==> config.mk <==
export PLATFORM = sky130hd
export DESIGN_NAME = bist_fail_log
export DESIGN_NICKNAME = d
export VERILOG_FILES = /design/src/rtl/bist_fail_log.sv
export SDC_FILE = /design/constraint.sdc
export NUM_CORES = 1
export LEC_CHECK = 0
export ABC_AREA = 1
export CAP_MARGIN = 20
export CORE_UTILIZATION = 35
export CTS_BUF_LIST = sky130_fd_sc_hd__clkbuf_4
export DETAILED_ROUTE_END_ITERATION = 10
export DONT_BUFFER_PORTS = 1
export MAX_ROUTING_LAYER = met4
export PLACE_DENSITY_LB_ADDON = 0.08
export SLEW_MARGIN = 20
export SYNTH_ARGS = -nofsm -noshare
export SYNTH_HDL_FRONTEND = slang
export SYNTH_SLANG_ARGS = --single-unit
==> constraint.sdc <==
create_clock -name clk -period 12.3 [get_ports clk]
set_input_delay 0.615 -clock clk [delete_from_list [all_inputs] [get_ports clk]]
set_output_delay 0.615 -clock clk [all_outputs]
set_load 0.03 [all_outputs]
==> src/rtl/bist_fail_log.sv <==
// BIST miscompare logger: re-checks each BIST read and queues failing
// reads in a small FWFT FIFO, with a saturating fail count and sticky flags.
module bist_fail_log #(
  parameter int ADDR_WIDTH    = 8,
  parameter int DATA_WIDTH    = 32,
  parameter int PATTERN_WIDTH = 4,
  parameter int DEPTH         = 4,
  parameter int COUNT_WIDTH   = 8
) (
  input  logic                     clk,
  input  logic                     rst,
  input  logic                     clear,
  input  logic                     en,
  input  logic                     re,
  input  logic [ADDR_WIDTH-1:0]    addr,
  input  logic [DATA_WIDTH-1:0]    check,
  input  logic [PATTERN_WIDTH-1:0] test_pattern,
  input  logic [DATA_WIDTH-1:0]    dout,
  output logic                     log_valid,
  input  logic                     log_ready,
  output logic [PATTERN_WIDTH-1:0] log_pattern,
  output logic [ADDR_WIDTH-1:0]    log_addr,
  output logic [DATA_WIDTH-1:0]    log_expected,
  output logic [DATA_WIDTH-1:0]    log_actual,
  output logic [$clog2(DEPTH):0]   log_level,
  output logic [COUNT_WIDTH-1:0]   fail_count,
  output logic                     overflow,
  output logic                     any_fail
);

  localparam int AW = $clog2(DEPTH);
  localparam int LW = AW + 1;
  localparam int EW = PATTERN_WIDTH + ADDR_WIDTH + 2 * DATA_WIDTH;

  logic                     s_valid;
  logic [ADDR_WIDTH-1:0]    addr_q;
  logic [DATA_WIDTH-1:0]    check_q;
  logic [PATTERN_WIDTH-1:0] pattern_q;

  logic [EW-1:0] mem [DEPTH];
  logic [AW-1:0] wr_ptr;
  logic [AW-1:0] rd_ptr;
  logic [LW-1:0] level;

  logic fail;
  logic full;
  logic pop;
  logic push;

  assign fail = s_valid && (dout != check_q);
  assign full = (level == LW'(DEPTH));
  assign log_valid = (level != '0);
  assign pop  = log_valid && log_ready && !clear;
  // A full log still takes the entry when the head leaves this cycle.
  assign push = fail && !clear && (!full || pop);

  assign log_level = level;
  assign {log_pattern, log_addr, log_expected, log_actual} =
    log_valid ? mem[rd_ptr] : '0;

  always_ff @(posedge clk or posedge rst) begin
    if (rst) begin
      s_valid   <= 1'b0;
      addr_q    <= '0;
      check_q   <= '0;
      pattern_q <= '0;
    end else if (clear) begin
      s_valid <= 1'b0;
    end else begin
      s_valid <= en && re;
      if (en && re) begin
        addr_q    <= addr;
        check_q   <= check;
        pattern_q <= test_pattern;
      end
    end
  end

  always_ff @(posedge clk or posedge rst) begin
    if (rst) begin
      fail_count <= '0;
      overflow   <= 1'b0;
      any_fail   <= 1'b0;
    end else if (clear) begin
      fail_count <= '0;
      overflow   <= 1'b0;
      any_fail   <= 1'b0;
    end else if (fail) begin
      if (fail_count != '1) fail_count <= fail_count + 1'b1;
      any_fail <= 1'b1;
      if (!push) overflow <= 1'b1;
    end
  end

  always_ff @(posedge clk or posedge rst) begin
    if (rst) begin
      wr_ptr <= '0;
      rd_ptr <= '0;
      level  <= '0;
    end else if (clear) begin
      wr_ptr <= '0;
      rd_ptr <= '0;
      level  <= '0;
    end else begin
      if (push) wr_ptr <= wr_ptr + 1'b1;
      if (pop)  rd_ptr <= rd_ptr + 1'b1;
      if (push && !pop)      level <= level + 1'b1;
      else if (pop && !push) level <= level - 1'b1;
    end
  end

  always_ff @(posedge clk or posedge rst) begin
    if (rst) begin
      for (int i = 0; i < DEPTH; i++) mem[i] <= '0;
    end else if (push) begin
      mem[wr_ptr] <= {pattern_q, addr_q, check_q, dout};
    end
  end

endmodule

== Word-level counts from Yosys, hierarchy flattened ==
Index checks and enable logic that the tools add are counted.
Word-level totals
  logic and storage cells: 75
  input port bits: 82
  output and inout bits: 90
  register bits: 366
Cells by class
  order comparisons: 3
  multiplexer cells: 23
  eq/ne operators: 4
  bitwise gates (word level): 3
  reduce and logical (&&, ||, !) cells: 23
  add/subtract/negate cells: 5
Operator list (count)
  $bwmux W304: 1
  $mux W76: 4
  $bmux W76 S2: 1
  $demux W76 S2: 1
  $ne A32 B32 Y1: 1
  $mux W8: 3
  $logic_and A1 B1 Y1: 9
  $mux W3: 3
  $add A8 B1 Y8 const B: 1
  $mux W2: 4
  $ne A8 B8 Y1 const B: 1
  $reduce_bool A2 Y1: 4
  $ge A3 B3 Y1 const B: 2
  $mux W1: 6
  $not A2 Y3: 2
  $reduce_and A2 Y1: 3
  $reduce_bool A3 Y1: 2
  $add A2 B1 Y2 const B: 2
  $logic_not A1 Y1: 4
  $add A3 B1 Y3 const B: 1
  $eq A3 B3 Y1 const B: 1
  $lt A3 B1 Y1 const B: 1
  $sub A3 B1 Y3 const B: 1
  $ne A2 B2 Y1 const B: 1
  2 further kinds: 2

== Depth between registers and ports, before layout ==
  depth in word-level cells: 10
  mapped depth: 18

== Worst setup path before layout ==
OpenSTA, ideal clock, no wires.
  kind: register -> output
  start point: register rd_ptr[0]
  end point: output log_actual[16]
  slack: 9839 ps
  path buffers: 3
  cell stages (with the launch flop): 8
  data arrival time: 1846 ps
  path through: dfrtp_1 -> clkbuf_1 -> clkbuf_1 -> clkbuf_1 -> nor2_1 -> nor2_1 -> o21ai_0 -> a21oi_1
On the way
  word-level cells in the longest chain between the ends: 5
Ends and longest elaborated chain
  start: declaration: line 42  | logic [AW-1:0] rd_ptr;
  start signal: assignment: line 106  | if (pop) rd_ptr <= rd_ptr + 1'b1;
  $not A2 Y3 (implied by the code): line 59  | log_valid ? mem[rd_ptr] : '0;
  $bmux W76 S2: line 59
  $mux W76 (implied by the code) (2 in series): line 59
  $mux W76: line 59
  end: declaration: line 24  | output logic [DATA_WIDTH-1:0] log_actual,
No other way between the ends. The select of a mux whose other input is x is not followed.

== Final worst setup path ==
  start point: register rd_ptr[0]
  end point: output log_expected[16]
On the way
  word-level cells in the longest chain between the ends: 5
Ends and longest elaborated chain
  $not A2 Y3 (implied by the code): line 59
  $bmux W76 S2: line 59
  $mux W76 (implied by the code) (2 in series): line 59
  $mux W76: line 59
  end: declaration: line 23  | output logic [DATA_WIDTH-1:0] log_expected,
No other way between the ends. The select of a mux whose other input is x is not followed.

==> reports/metrics.cfg <==
[synth]
netlist_instances = 2112
yosys_warnings = 0
ys_seq_area_share_pct = 54.3
avgSynthCellArea_um2 = 7.99
yosysUniqueCellTypes = 31
synth_seq_cells = 366
mappedNetlistNets = 2200
syn_area_um2 = 16900

[clock_tree]
cts-root-to-sink-buffers = 3
post_cts_buffers = 0
numClockSinks = 366
insertion_delay_ps = 850
cts-root-buf = clkbuf_4
clk_pin_slew_ps = 70
ctsHoldBuffers = 67
cts_tree = yes
h-tree-depth = 3
cts_made_buffers = 103
cts-resized-gates = 0

[worst_hold_path]
hold_path.class = input port to register
holdPathEnd = mem[249]$_DFFE_PP0P_
hold_depth = 2
hold_start = dout[21]

[routing]
wl_per_cell_um = 18.1
met1_length_mm = 24.4
totalWireLength_mm = 51.7
met3_wirelength_mm = 3.04
drtAntennaViolNets = 0
wl_met2_mm = 22.9
vias = 14200
topRoutingLayerUsed = met4
viasPerCell = 4.98
drcViolationCount = 0
drt_iter0_markers = 1109
firstDrtPassIters = 5

[floorplan]
dieArea_um2 = 49100
core_um2 = 47600
initial_core_util_pct = 35.4
dieWidth_um = 222
ios = 172
rows = 80
die_y_um = 222

[setup_path]
critical_path_required_ps = 11690
path_class = register to output pin
worst_setup_path_end_kind = output pin
r2r_slack_ps = 8660
worst_r2r_endpoint = mem[260]$_DFFE_PP0P_
r2r_start = log_level[1]$_DFFE_PP0P_
crit_arrival_ps = 3570
cp_max_fo = 61
critPathLaunch = rd_ptr[0]$_DFFE_PP0P_
startpoint_type = register
reg2reg_depth = 11

[run_status]
status = finished, final reports clean

[grt]
grt_antenna_before_repair = 3
grt_pass1_vias = 13800
grtUsageTotal_pct = 22.1
grt-ovfl-total = 0
grt_start_max_net_pins = 154
grt_pass1_wl_mm = 81.5

[power]
vdd_drop_max_mv = 0.135
power_w = 0.00389
leakagePower_nw = 8.83
p_per_area_nw_per_um2 = 204

[timing]
finClkSkew_ps = 57.9
setup_viol = 0
max_slew_margin_pct = 30.2
tightest_slew_ps = 1050
slew_violations = 0
final.min_clock_period_ps = 4180
tns_ps = 0
grt_setup_unrepaired = no
fin_crit_sh_pct = 34.0
fmax_mhz = 239
hold_violations = 0

[place]
port_buffers = 0
placed_cell_area_um2 = 17100
dp.final_hpwl_mm = 29.6
globalplace.congestion = 0.806
place_inst = 2609

[run]
cap_viol_max_count = 0

[cells_and_area]
layout-drive-gt1-share_pct = 8.67
utilization_pct = 40.0
final_cell_area_um2 = 19000
fillCellCount = 4998
areaGrowthSynthToFinish_pct = 12.9
multi_input_area_um2 = 6620
stdcell_count = 2856
seq_area_um2 = 9170
fin_nets = 2254

## final cells by class
cell class / count / share of cell area (%)
multi-input combinational: 1501 / 34.8
inverter: 113 / 2.33
clock buffer: 158 / 6.23
antenna: 4 / 0.0526
clock inverter: 18 / 0.355
tap: 615 / 4.04
timing repair buffer: 81 / 4.08
sequential: 366 / 48.2
## worst max path at each step
| stage | end | slack, ps | cells past startpoint |
|---|---|---|---|
| 3_5_place_dp | mem[39]$_DFFE_PP0P_ | 8630 | 13 |
| 5_1_grt | log_expected[16] | 7860 | 5 |
| 6_report | log_expected[16] | 8120 | 5 |
| 2_1_floorplan | addr_q[0]$_DFFE_PP0P_ | 1520 | 1 |
| 3_3_place_gp | mem[32]$_DFFE_PP0P_ | 8660 | 10 |
| 4_1_cts | log_expected[16] | 7990 | 5 |
## per-layer routing
metal / track usage [%] / up-vias
met5: - / -
met4: 8.06 / 0
met3: 5.16 / 88
met2: 32.6 / 337
met1: 29.5 / 6823
li1: - / 6980
## critical path: stages (launching register included)
cell and delay (ps):
dfrtp_4 830, buf_4 770, nor2_1 80, nor2_1 100, o21ai_0 90, a21oi_1 750
## through the flow
step	hold slack, ps	setup WS, ps
floorplan	448	1520
global route	49.3	7860
global placement	459	8660
detailed placement	468	8630
CTS	1.51	7990
finish	83.8	8120
## synthesized netlist by cell type, drive strengths merged
master / number / area, um2
nor2: 347 / 1310
dfrtp: 366 / 9160
clkinv: 2 / 7.51
nor3: 4 / 31.3
or2: 1 / 6.26
fa: 1 / 20.0
o31ai: 2 / 15.0
o21a: 1 / 7.51
a21oi: 82 / 410
a21boi: 1 / 7.51
ha: 5 / 62.6
o21ai: 506 / 2530
buf: 42 / 340
xor2: 5 / 43.8
nand2: 523 / 1990
inv: 111 / 419
clkbuf: 90 / 338
nand3: 7 / 35.0
nand4: 8 / 62.6
xnor2: 8 / 70.1
## sequential cells by signal, summed over array words and instances, names as in the netlist
signal	cells
wr_ptr	2
pattern_q	4
s_valid	1
mem	304
check_q	32
rd_ptr	2
log_level	3
addr_q	8
overflow	1
any_fail	1
fail_count	8
## cells in the final DEF (no fill, tap or decap), drive strengths merged, types with 5 or more instances in the layout
cell / Yosys / final
o21ai: 506 / 506
nand4: 8 / 8
clkbuf: 90 / 158
dfrtp: 366 / 366
a21oi: 82 / 82
nor2: 347 / 347
clkinv: 2 / 15
nand2: 523 / 523
xnor2: 8 / 8
ha: 5 / 5
buf: 42 / 14
xor2: 5 / 5
inv: 111 / 116
nand3: 7 / 7
dlygate4sd3: 0 / 67
## where the power goes
part | leakage (nW) | internal, W | switching (W)
clock | 0.766 | 0.000576 | 0.000519
sequential | 4.89 | 0.00140 | 0.000133
combinational | 3.18 | 0.000287 | 0.000974
total | 8.83 | 0.00226 | 0.00163
## logic make-up after synthesis
logic type | share of synthesized area (%)
compound gates | 17.6
simple gates | 20.4
xor+xnor | 0.675
flops | 54.3
fa+ha+maj | 0.490
buf+inv | 6.55
Power figures use the tool's default switching activity.
